**src/rtl/mem_arbiter.sv**
```systemverilog
// Two-requester round-robin arbiter for a single memory port; one transaction in flight.
// Read done LATENCY+3 cycles after grant, write LATENCY+2; requesters hold until done.
module mem_arbiter #(
  parameter int unsigned LATENCY = 100
) (
  input  logic        clk,
  input  logic        reset,
  input  logic [1:0]  a_rw,
  input  logic [15:0] a_addr,
  input  logic [15:0] a_wdata,
  output logic [15:0] a_rdata,
  output logic        a_done,
  input  logic [1:0]  b_rw,
  input  logic [15:0] b_addr,
  input  logic [15:0] b_wdata,
  output logic [15:0] b_rdata,
  output logic        b_done,
  output logic        mem_en,
  output logic        mem_we,
  output logic [15:0] mem_addr,
  output logic [15:0] mem_wdata,
  input  logic [15:0] mem_rdata,
  output logic        busy,
  output logic        owner,
  output logic [1:0]  err
);

  localparam logic [1:0] RW_RD  = 2'b01;
  localparam logic [1:0] RW_WT  = 2'b10;
  localparam logic [1:0] RW_ILL = 2'b11;
  localparam logic [7:0] CNT_LOAD = 8'(LATENCY - 1);

  typedef enum logic [2:0] {
    S_IDLE,
    S_WAIT,
    S_ACCESS,
    S_CAPTURE,
    S_DONE
  } state_t;

  state_t      state_q, state_d;
  logic [7:0]  cnt_q, cnt_d;
  logic [1:0]  rw_q, rw_d;
  logic [15:0] addr_q, addr_d;
  logic [15:0] wdata_q, wdata_d;
  logic        owner_q, owner_d;
  logic        last_owner_q, last_owner_d;
  logic [15:0] a_rdata_q, a_rdata_d;
  logic [15:0] b_rdata_q, b_rdata_d;
  logic [1:0]  err_q, err_d;

  logic a_req, b_req, grant_b;
  logic [1:0] own_rw;

  assign a_req  = (a_rw == RW_RD) || (a_rw == RW_WT);
  assign b_req  = (b_rw == RW_RD) || (b_rw == RW_WT);
  // With both requesting, the one that did not finish last wins.
  assign grant_b = b_req && (!a_req || !last_owner_q);
  assign own_rw  = owner_q ? b_rw : a_rw;

  always_comb begin
    state_d      = state_q;
    cnt_d        = cnt_q;
    rw_d         = rw_q;
    addr_d       = addr_q;
    wdata_d      = wdata_q;
    owner_d      = owner_q;
    last_owner_d = last_owner_q;
    a_rdata_d    = a_rdata_q;
    b_rdata_d    = b_rdata_q;
    err_d        = err_q;

    if ((state_q == S_WAIT || state_q == S_ACCESS || state_q == S_CAPTURE) &&
        (own_rw != rw_q)) begin
      err_d[0] = 1'b1;
    end

    case (state_q)
      S_IDLE: begin
        if (a_rw == RW_ILL || b_rw == RW_ILL) err_d[1] = 1'b1;
        if (a_req || b_req) begin
          owner_d = grant_b;
          rw_d    = grant_b ? b_rw    : a_rw;
          addr_d  = grant_b ? b_addr  : a_addr;
          wdata_d = grant_b ? b_wdata : a_wdata;
          cnt_d   = CNT_LOAD;
          state_d = S_WAIT;
        end
      end
      S_WAIT: begin
        if (cnt_q == 8'd0) state_d = S_ACCESS;
        else               cnt_d   = cnt_q - 8'd1;
      end
      S_ACCESS: begin
        state_d = (rw_q == RW_WT) ? S_DONE : S_CAPTURE;
      end
      S_CAPTURE: begin
        if (owner_q) b_rdata_d = mem_rdata;
        else         a_rdata_d = mem_rdata;
        state_d = S_DONE;
      end
      S_DONE: begin
        last_owner_d = owner_q;
        state_d      = S_IDLE;
      end
      default: state_d = S_IDLE;
    endcase
  end

  always_ff @(posedge clk or negedge reset) begin
    if (!reset) begin
      state_q      <= S_IDLE;
      cnt_q        <= 8'd0;
      rw_q         <= 2'b00;
      addr_q       <= 16'd0;
      wdata_q      <= 16'd0;
      owner_q      <= 1'b0;
      last_owner_q <= 1'b1;
      a_rdata_q    <= 16'd0;
      b_rdata_q    <= 16'd0;
      err_q        <= 2'b00;
    end else begin
      state_q      <= state_d;
      cnt_q        <= cnt_d;
      rw_q         <= rw_d;
      addr_q       <= addr_d;
      wdata_q      <= wdata_d;
      owner_q      <= owner_d;
      last_owner_q <= last_owner_d;
      a_rdata_q    <= a_rdata_d;
      b_rdata_q    <= b_rdata_d;
      err_q        <= err_d;
    end
  end

  // Strobes decode straight from state so reset kills them without waiting for a clock.
  assign mem_en    = (state_q == S_ACCESS);
  assign mem_we    = mem_en && (rw_q == RW_WT);
  assign mem_addr  = addr_q;
  assign mem_wdata = wdata_q;
  assign a_rdata   = a_rdata_q;
  assign b_rdata   = b_rdata_q;
  assign a_done    = (state_q == S_DONE) && !owner_q;
  assign b_done    = (state_q == S_DONE) &&  owner_q;
  assign busy      = (state_q != S_IDLE);
  assign owner     = owner_q;
  assign err       = err_q;

endmodule

```
**config.mk**
```make
export PLATFORM = sky130hd
export DESIGN_NAME = mem_arbiter
export DESIGN_NICKNAME = d
export VERILOG_FILES = /design/src/rtl/mem_arbiter.sv
export SDC_FILE = /design/constraint.sdc
export NUM_CORES = 1
export LEC_CHECK = 0
export CAP_MARGIN = 20
export CORE_MARGIN = 2
export CORE_UTILIZATION = 43
export DETAILED_ROUTE_END_ITERATION = 12
export PLACE_DENSITY = 0.87
export SYNTH_ARGS = -nofsm -noshare
export SYNTH_HDL_FRONTEND = slang
export SYNTH_SLANG_ARGS = --single-unit
```
**constraint.sdc**
```tcl
create_clock -name clk -period 2.3 [get_ports clk]
set_clock_uncertainty 0.1 [all_clocks]
set_input_delay 0.345 -clock clk [delete_from_list [all_inputs] [get_ports clk]]
set_output_delay 0.345 -clock clk [all_outputs]
set_load 0.03 [all_outputs]
```
==> impl_metrics.yaml <==
run_status:
  outcome: "complete, no violations"
die:
  rows: 33
  start_util_pct: 44.61
  fp.dieW_um: 96.56
  core_area_um2: 8258
  chipHeight_um: 96.56
  dieArea_um2: 9323
  ioPinCount: 158
power:
  p_sw_mw: 2.177
  seq_power_share_pct: 36.3
  swShare_pct: 37.64
  p_comb_share_pct: 43.8
  p_int_mw: 3.607
  ir_worst_vdd_uv: 590.1
  power_leakage_nw: 2.571
  clockPowerShare_pct: 19.9
  power_density_nw_per_um2: 1032
placed_design:
  preCtsSetupSlack_ns: 0.05737
  port_buffers: 157
  gp_congestion: 0.7940
  dp_cells: 559
  dpl.hpwl_um: 6772
detailed_routing:
  dr.pass1.iters: 4
  via_per_inst: 4.969
  antenna_left: 0
  wire_per_inst_um: 15.14
  drc: 0
  vias: 2862
  totalWireLength_um: 8723
  first_iter_violations: 45
timing:
  rsz0062_at_grt: "false"
  setup_viol: 0
  fin_ws_ns: 0.2087
  finalSetupTns_ns: 0
  worst_slew_pin_slew_ns: 0.6254
  slew_headroom_pct: 57.92
  hold_viol: 0
  period_share_pct: 90.93
  finalCriticalPeriod_ns: 2.091
  fmax_ghz: 0.4782
  drv_slew: 0
setup_path:
  r2r_slack_ns: 0.38
  cp-start-kind: "flop"
  worst_path_max_delay_cell: "or3_1"
  cpPeakStageDelay_ns: 0.47
  crit_fanout: 8
  cp.arrival_ns: 1.65
  reg2reg_depth: 5
  crit_path_end_kind: "primary output"
  crit_chain: "or3_1 -> dlygate4sd2_1"
  crit_type: "reg2out"
  startpoint: "state_q[2]"
  r2r_start: "state_q[2]"
  crit_end: "busy"
  r2r-end: "mem_addr[10]"
  required_ns: 1.86
clocking:
  htreeDepth: 3
  cts-root-buf: "clkbuf_8"
  cts_tree: "yes"
  clkLatencyLatePin_ns: 0.33
  cts_setup_buffers: 0
  clk_path_buf_depth: 2
  cts.sinks: 81
  clkTransAtPathRegs_ns: 0.08
  cts_buffers: 9
layout:
  drive_gt1_share_pct: 17.83
  finish.utilization_pct: 67.91
  syn2layout_area_growth_pct: 52.24
  nets: 556
  mostFrequentLayoutCells: "clkdlybuf4s50_1 (151), dfrtp_1 (80), nand2_1 (45)"
  layout.cells.non_filler: 576
  diodes: 0
  layout_commonest_cell: "clkdlybuf4s50_1"
synth:
  async_flop_share_pct: 100.0
  synth_seq_area_share_pct: 55.06
  yosysWarnings: 0
  syn_avg_cell_area_um2: 12.12
  synth_top_flop_cell: "dfrtp_1"
  ys_types: 41
  synth_seq_cells: 81
  synthCells: 304
  syn-num-nets: 394
  synth_edf_count: 0
  syn_area_um2: 3684
run:
  maxCapViolations: 0
grt:
  antenna_found_initial: 0
  grtUsageTotal_pct: 18.79
  grt_pass1_vias: 2890
  grt_start_max_net_pins: 59
  grt_overflow: 0
  grt_pass1_wl_um: 13360
min_path:
  hold_path_startpoint: "err[0]"
  min_path_type: "reg2reg"
-- through the flow --
step,hold WS (ns),area (um2),power (mW)
2_1_floorplan,-0.05059,3684,3.631
4_1_cts,0.3860,5603,5.859
5_1_grt,0.4058,5608,6.125
6_report,0.3737,5608,5.785
3_5_place_dp,0.2336,5368,4.690
3_3_place_gp,0.2333,5368,4.605
-- synth_stat cells (2+ instances only) --
| library cell | instances | area share (%) |
|---|---|---|
| o21ai_2 | 18 | 4.3 |
| and3_1 | 2 | 0.34 |
| mux2_2 | 32 | 9.8 |
| a21boi_0 | 2 | 0.41 |
| nor2_1 | 9 | 0.92 |
| buf_2 | 6 | 0.82 |
| a21oi_1 | 3 | 0.41 |
| mux2i_1 | 39 | 11 |
| inv_1 | 3 | 0.31 |
| nor3b_1 | 3 | 0.61 |
| nand3_1 | 4 | 0.54 |
| nor3_1 | 4 | 0.54 |
| nand2_1 | 45 | 4.6 |
| ha_1 | 4 | 1.4 |
| clkbuf_1 | 2 | 0.20 |
| buf_6 | 7 | 2.1 |
| xor2_1 | 3 | 0.71 |
| o21ai_1 | 11 | 1.5 |
| dfrtp_1 | 80 | 54 |
| o21ai_0 | 6 | 0.82 |
-- how the worst min path moves through the flow --
| stage | slack, ns | cells past startpoint | to |
|---|---|---|---|
| floorplan | -0.05 | 0 | a_rdata[0] |
| global placement | 0.23 | 1 | mem_wdata[4] |
| detailed placement | 0.23 | 1 | mem_wdata[4] |
| CTS | 0.39 | 1 | err[0] |
| global route | 0.41 | 1 | err[1] |
| finish | 0.37 | 1 | err[0] |
-- area by class of cell --
| type | count | area [um2] |
|---|---|---|
| Inverter | 3 | 11.26 |
| Sequential cell | 81 | 2028 |
| Multi-Input combinational cell | 203 | 1528 |
| Timing Repair Buffer | 168 | 1680 |
| Fill cell | 639 | 2650 |
| Tap cell | 105 | 131.4 |
| Clock buffer | 11 | 151.4 |
| Clock inverter | 5 | 77.57 |
-- cells by family (layout without fill, tap and decap cells) --
group                    Yosys count  after routing  synth area share, %
buffers and inverters             20            187                3.771
XOR/XNOR                           3              3               0.7134
AO/OA/AOI/OAI                     47             47                9.035
adder cells (fa/ha/maj)            4              4                1.359
flip-flops                        81             81                55.06
multiplexers                      71             71                20.38
AND/OR/NAND/NOR                   78             78                9.681
-- metal layers --
metal | track usage (%) | wire length, um | vias up | part of all wire (%)
met5 | 0 | 0 | - | 0
met4 | 4.930 | 95 | 0 | 1.1
met3 | 7.292 | 780 | 7 | 8.9
met2 | 33.16 | 4416 | 116 | 51
met1 | 21.29 | 3429 | 1354 | 39
li1 | - | - | 1385 | -
-- registers in the layout (all words and copies together), names as in the netlist --
| name | flops |
|---|---|
| a_rdata | 16 |
| b_rdata | 16 |
| cnt_q | 8 |
| err | 2 |
| last_owner_q | 1 |
| mem_addr | 16 |
| mem_wdata | 16 |
| owner | 1 |
| rw_q | 2 |
| state_q | 3 |
-- power groups by stage --
stage | Sequential (mW) | Combinational (mW) | Clock [mW]
finish | 2.10 | 2.53 | 1.15
global route | 2.16 | 2.73 | 1.24
CTS | 2.10 | 2.56 | 1.19
detailed placement | 2.13 | 2.56 | 0
global placement | 2.11 | 2.49 | 0
floorplan | 2.71 | 0.918 | 0
-- worst max-delay path: cells and delay by family, from the launching register on --
kind	cells	cell delay, ns
flip-flops	1	0.45
AND/OR/NAND/NOR	1	0.47
buffers and inverters	1	0.39
-- what timing repair did --
action                     CTS  global route
hold buffers                 1             0
gates resized for setup      3             2
hold endpoints to repair    32             0
setup endpoints to repair    3             2
pin swaps                    0             0
No activity file was read; power rests on OpenSTA's default activity.
==> RTL change 1, RTL diff (same settings) <==
Add an input register stage for `b_addr`; this delays it by one clock. The other inputs are not delayed to match.
--- a/src/rtl/mem_arbiter.sv
+++ b/src/rtl/mem_arbiter.sv
@@ -37,6 +37,12 @@
     S_CAPTURE,
     S_DONE
   } state_t;
+
+  logic [15:0] b_addr_q;
+
+  always_ff @(posedge clk) begin
+    b_addr_q <= b_addr;
+  end
 
   state_t      state_q, state_d;
   logic [7:0]  cnt_q, cnt_d;
@@ -81,7 +87,7 @@
         if (a_req || b_req) begin
           owner_d = grant_b;
           rw_d    = grant_b ? b_rw    : a_rw;
-          addr_d  = grant_b ? b_addr  : a_addr;
+          addr_d  = grant_b ? b_addr_q : a_addr;
           wdata_d = grant_b ? b_wdata : a_wdata;
           cnt_d   = CNT_LOAD;
           state_d = S_WAIT;
Behaviour: not the same (a bounded check fails within 4 cycles, from zero or initial values and one cycle with reset low).
==> RTL change 1 against the unedited design <==
Core utilization is 2.9 points lower. Count of clock-buffer cells in the layout is 1 lower. Synthesized cell count is 4.9% higher. Total power is 18% higher. Setup slack worse by 67 ps. Routed wire length is 5.1% higher. Cell area is 6.5% higher. Final cell count is 3.5% higher. Via count is 4.3% higher. Register-to-register slack better by 160 ps. Sequential cell count is 16 higher. Synthesized area is 9.9% higher. Sequential power is 23% higher. Largest cell class unchanged. Highest routed layer unchanged.
==> RTL change 1: results (changes against the unedited design) <==
| Metric | Value |
|---|---|
| Top cells by count, synth | dfrtp_1 (80), nand2_1 (43), mux2i_1 (40) |
| Critical path peak fanout | 8 (unchanged) |
| Status | finished clean |
| Fill cells | 690 (+8.0%) |
| Critical Path AT | 1710 ps (+60 ps) |
| Pre-CTS worst setup slack | 23.35 ps (-34.03 ps) |
| Final #Nets | 570 (+2.5%) |
| DR iter-0 viols | 74 (+64%) |
| CTS Root Cell | clkbuf_8 |
| Largest cells by area after synthesis | dfrtp_1 (49%), mux2i_1 (9.9%), dfxtp_1 (7.9%), o21ai_1 (4.2%), nand2_1 (4.0%) |
| Worst-skew pair later-pin latency | 360 ps (+30 ps) |
| Total CTS buffers | 9 (unchanged) |
| Avg WL per Cell | 15.38 µm (+1.6%) |
| Synth warnings | 0 (unchanged) |
| Worst VDD drop | 0.6905 mV (+17%) |
| Distinct cells, synth | 44 (+7.3%) |
| Lkg Pwr | 2.734 nW (+6.3%) |
| Detailed Place HPWL | 6.876 mm (+1.5%) |
| Crit-path max cell delay | 500 ps (+30 ps) |
| Largest net degree at the start of global routing | 74 (+25%) |
| # diodes | 0 (unchanged) |
| Share of synthesized flip-flops with an asynchronous set or reset | 0.8351 (-0.1649) |
| Postcts setup bufs | 0 (unchanged) |
| Placer Congestion | 0.7410 (-6.7%) |
| GRT Total Usage | 0.1853 (-0.002546) |
| Pre-antenna DRT Iters | 4 (unchanged) |
| Slew HR | 0.4900 (-0.08924) |
| Hold path cells | 1 (unchanged) |
| Hold Path Class | in2reg |
| Max Root-Sink Buffers | 2 (unchanged) |
| Vias in the first global route | 3113 (+7.7%) |
| Antenna violations before repair | 0 (unchanged) |
| Post-synthesis sequential area ratio | 0.5802 (+0.02960) |
| Drt via density | 5.010 (+0.83%) |
| Worst R2R Path Depth | 3 (-2) |
| Ratio of cells with drive above 1 in the final layout | 0.1258 (-0.05257) |
| H-tree depth | 3 (unchanged) |
| Crit path max-delay cell type | dfrtp_1 |
| # port buffers | 157 (unchanged) |
| Synthesized net count | 409 (+3.8%) |
| First-pass GRT wire length | 14.80 mm (+11%) |
| Final ANT Viol Nets | 0 (unchanged) |
| CTS clk-pin slew, worst paths | 110 ps (+30 ps) |
## RTL change 1: what timing repair did
action	4_1_cts	5_1_grt
endpoints found under the hold margin	59	0
resized for setup	3	1
cloned	0	0
hold buffers	1	0
pin swaps	0	0
endpoints found under the setup margin	3	1
## RTL change 1: power by group
part | internal, W | leakage, nW | switching (W)
sequential | 0.00222 | 1.14 | 0.000373
clock | 0.000494 | 0.111 | 0.000651
combinational | 0.00138 | 1.49 | 0.00169
## RTL change 1: metrics by stage
step	cell area, µm²	std cells
after global placement	5752	579
after detailed placement	5752	579
after global routing	5974	596
final	5974	596
after floorplan	4048	319
after CTS	5972	596
## RTL change 1: final timing paths
kind                       slack (ps)       start             to
max in group asynchronous         930       reset  mem_wdata[11]
max                               140  state_q[0]         a_done
max reg2reg                       540       owner     a_rdata[2]
min                               310   b_addr[3]    b_addr_q[3]
min in group asynchronous         490       reset    a_rdata[11]
min reg2reg                       390      err[1]         err[1]
## RTL change 1: cell families (layout without fill, tap and decap cells)
logic type	after synthesis	count (layout)	synth area share
compound gates	48	48	0.06770
xor+xnor	2	2	0.004328
fa+ha+maj	4	4	0.01237
buf+inv	22	188	0.03647
flops	97	97	0.5802
mux	72	72	0.1972
simple gates	74	74	0.1017
## RTL change 1: critical path, delay by kind of cell, from the launching register on
kind,cells,cell delay [ps]
and+or+nand+nor,3,440
DFF,1,500
buffers and inverters,1,430
## RTL change 1: layout make-up
type	count	area, µm²	share of cell area
tap	111	138.9	0.02325
timing repair buffer	168	1688	0.2825
clock buffer	10	148.9	0.02492
inverter	4	15.01	0.002513
sequential	97	2349	0.3931
clock inverter	6	65.06	0.01089
multi-input combinational	200	1570	0.2628
## RTL change 1: routing by layer
metal  wire [µm]  track usage
met1        3798       0.2345
met2        4439       0.3041
met3         732      0.05340
met4         195      0.06653
met5           0            0
==> RTL change 2, RTL diff (same settings) <==
Made on the original files. Set the parameter `LATENCY` to 50 (it was 100).
--- a/src/rtl/mem_arbiter.sv
+++ b/src/rtl/mem_arbiter.sv
@@ -1,7 +1,7 @@
 // Two-requester round-robin arbiter for a single memory port; one transaction in flight.
 // Read done LATENCY+3 cycles after grant, write LATENCY+2; requesters hold until done.
 module mem_arbiter #(
-  parameter int unsigned LATENCY = 100
+  parameter int unsigned LATENCY = 50
 ) (
   input  logic        clk,
   input  logic        reset,
Function: same outputs for any inputs over 10 cycles, from zero or initial values and one cycle with reset low; that may be too few to reach the edited logic, so the function may still have changed.
==> RTL change 2 against the unedited design <==
Setup slack got worse by 6.4 ps. Sequential share of layout area up 0.46 points. Routed wire length grew 2.4%. Total power grew 35%. Final cell count grew 0.69%. Fmax fell by 0.30%. Die area shrank 1.0%. Hold slack improved by 8.6 ps. Cell area is 1.2% lower. Sequential cell count unchanged. Synthesized area fell by 1.1%. Global-route usage increased by 1.5 points.
==> RTL change 2: results (changes against the unedited design) <==
| Metric | Value |
|---|---|
| Hold endpoint | err[1] |
| Sequential share of power | 0.324 (-0.039) |
| ClkCell Share | 0.03299 (-0.007843) |
| Hold Path Class | reg2reg |
| P_sw | 0.003380 W (+55%) |
| Multi-In Gates | 207 (+2.0%) |
| Post-synthesis sequential area ratio | 0.5565 (+0.005860) |
| Crit path capture | mem_we |
| Lkg Pwr | 2.408 nW (-6.4%) |
| Max Root-Sink Buffers | 2 (unchanged) |
| Postcts setup bufs | 0 (unchanged) |
| Buffers excl. clock | 167 (-0.60%) |
| Grt met1 use | 0.2354 (+0.02247) |
| Min-delay src | err[1] |
| DR iter-0 viols | 99 (+120%) |
| Fraction of area in multi-input gates | 0.2691 (-0.003332) |
| Met2 track demand over resource | 0.3513 (+0.01968) |
| Fill cells | 640 (+0.16%) |
| Detailed Place HPWL | 6.851 mm (+1.2%) |
| Placer Congestion | 0.7806 (-1.7%) |
| Mean Syn Cell Area | 11.80 µm² (-2.7%) |
| Drt via density | 5.040 (+1.4%) |
| Clock Power Share | 0.124 (-0.075) |
| First-pass GRT wire length | 14.31 mm (+7.1%) |
| Final hold slack | 382.3 ps (+8.603 ps) |
| Top cells by count, synth | dfrtp_1 (80), nand2_1 (43), mux2i_1 (38) |
| Ratio of cells with drive above 1 in the final layout | 0.1474 (-0.03098) |
| Sequential Power | 0.00254 W (+21%) |
| Vias in the first global route | 3040 (+5.2%) |
| Setup slack, reg-to-reg | 350 ps (-30 ps) |
| Largest cells by area after synthesis | dfrtp_1 (55%), mux2i_1 (10%), mux2_2 (9.9%), nand2_1 (4.4%), o21ai_0 (4.3%) |
| Fin cells | 580 (+0.69%) |
| Total CTS buffers | 9 (unchanged) |
| FF+latch area | 2028 µm² (unchanged) |
| Synthesized net count | 399 (+1.3%) |
| Dpl cell area | 5351 µm² (-0.30%) |
| Avg WL per Cell | 15.40 µm (+1.7%) |
| Routed wl met3 | 772 µm (-1.0%) |
| Met2 WL | 4.547 mm (+3.0%) |
| Layout area overhead | 51.94% |
| Non-clk invs | 4 (+1) |
| Hold path cells | 1 (unchanged) |
| Worst VDD drop | 0.6178 mV (+4.7%) |
| Final worst path period need | 2098 ps (+6.383 ps) |
| RR Startpoint | cnt_q[2] |
| GRT Total Usage | 0.2026 (+0.01472) |
| Antenna violations before repair | 0 (unchanged) |
| Crit path max-delay cell type | dfrtp_1 |
| Data buffer area share | 0.3052 (+0.005599) |
| Cells after DPL | 563 (+0.72%) |
| Pre-CTS worst setup slack | -61.58 ps (-119.0 ps) |
| Metal-1 WL | 3.409 mm (-0.58%) |
| Status | finished clean |
| Reg2reg end | cnt_q[2] |
| Slew HR | 0.6689 (+0.08964) |
| Largest net degree at the start of global routing | 46 (-22%) |
-- RTL change 2: changes by cell type in the layout (fill, tap and decap cells not counted), sizes merged, moves of 3 or more --
cell   before  now
nor3b       3    0
inv         3    8
o21ai      35   39
or3         1    5
or4         0    3
-- RTL change 2: cells by family after synthesis --
kind of cell | after synthesis | share of synthesized area
buffers and inverters | 21 | 0.03776
and+or+nand+nor | 80 | 0.1040
muxes | 70 | 0.2032
adders and majority gates | 4 | 0.01373
DFF | 81 | 0.5565
xor gates and xnor gates | 2 | 0.004807
AOI/OAI and AO/OA | 51 | 0.07999
-- RTL change 2: repair_timing --
item / in CTS / in global routing
hold endpoints to repair: 35 / 0
hold buffers: 1 / 0
setup endpoints to repair: 5 / 0
resized for setup: 5 / 0
-- RTL change 2: critical path: cells and delay by family, from the launching register on --
| kind | cells | cell delay [ps] |
|---|---|---|
| buf+inv | 1 | 390 |
| simple gates | 3 | 460 |
| flops | 1 | 460 |
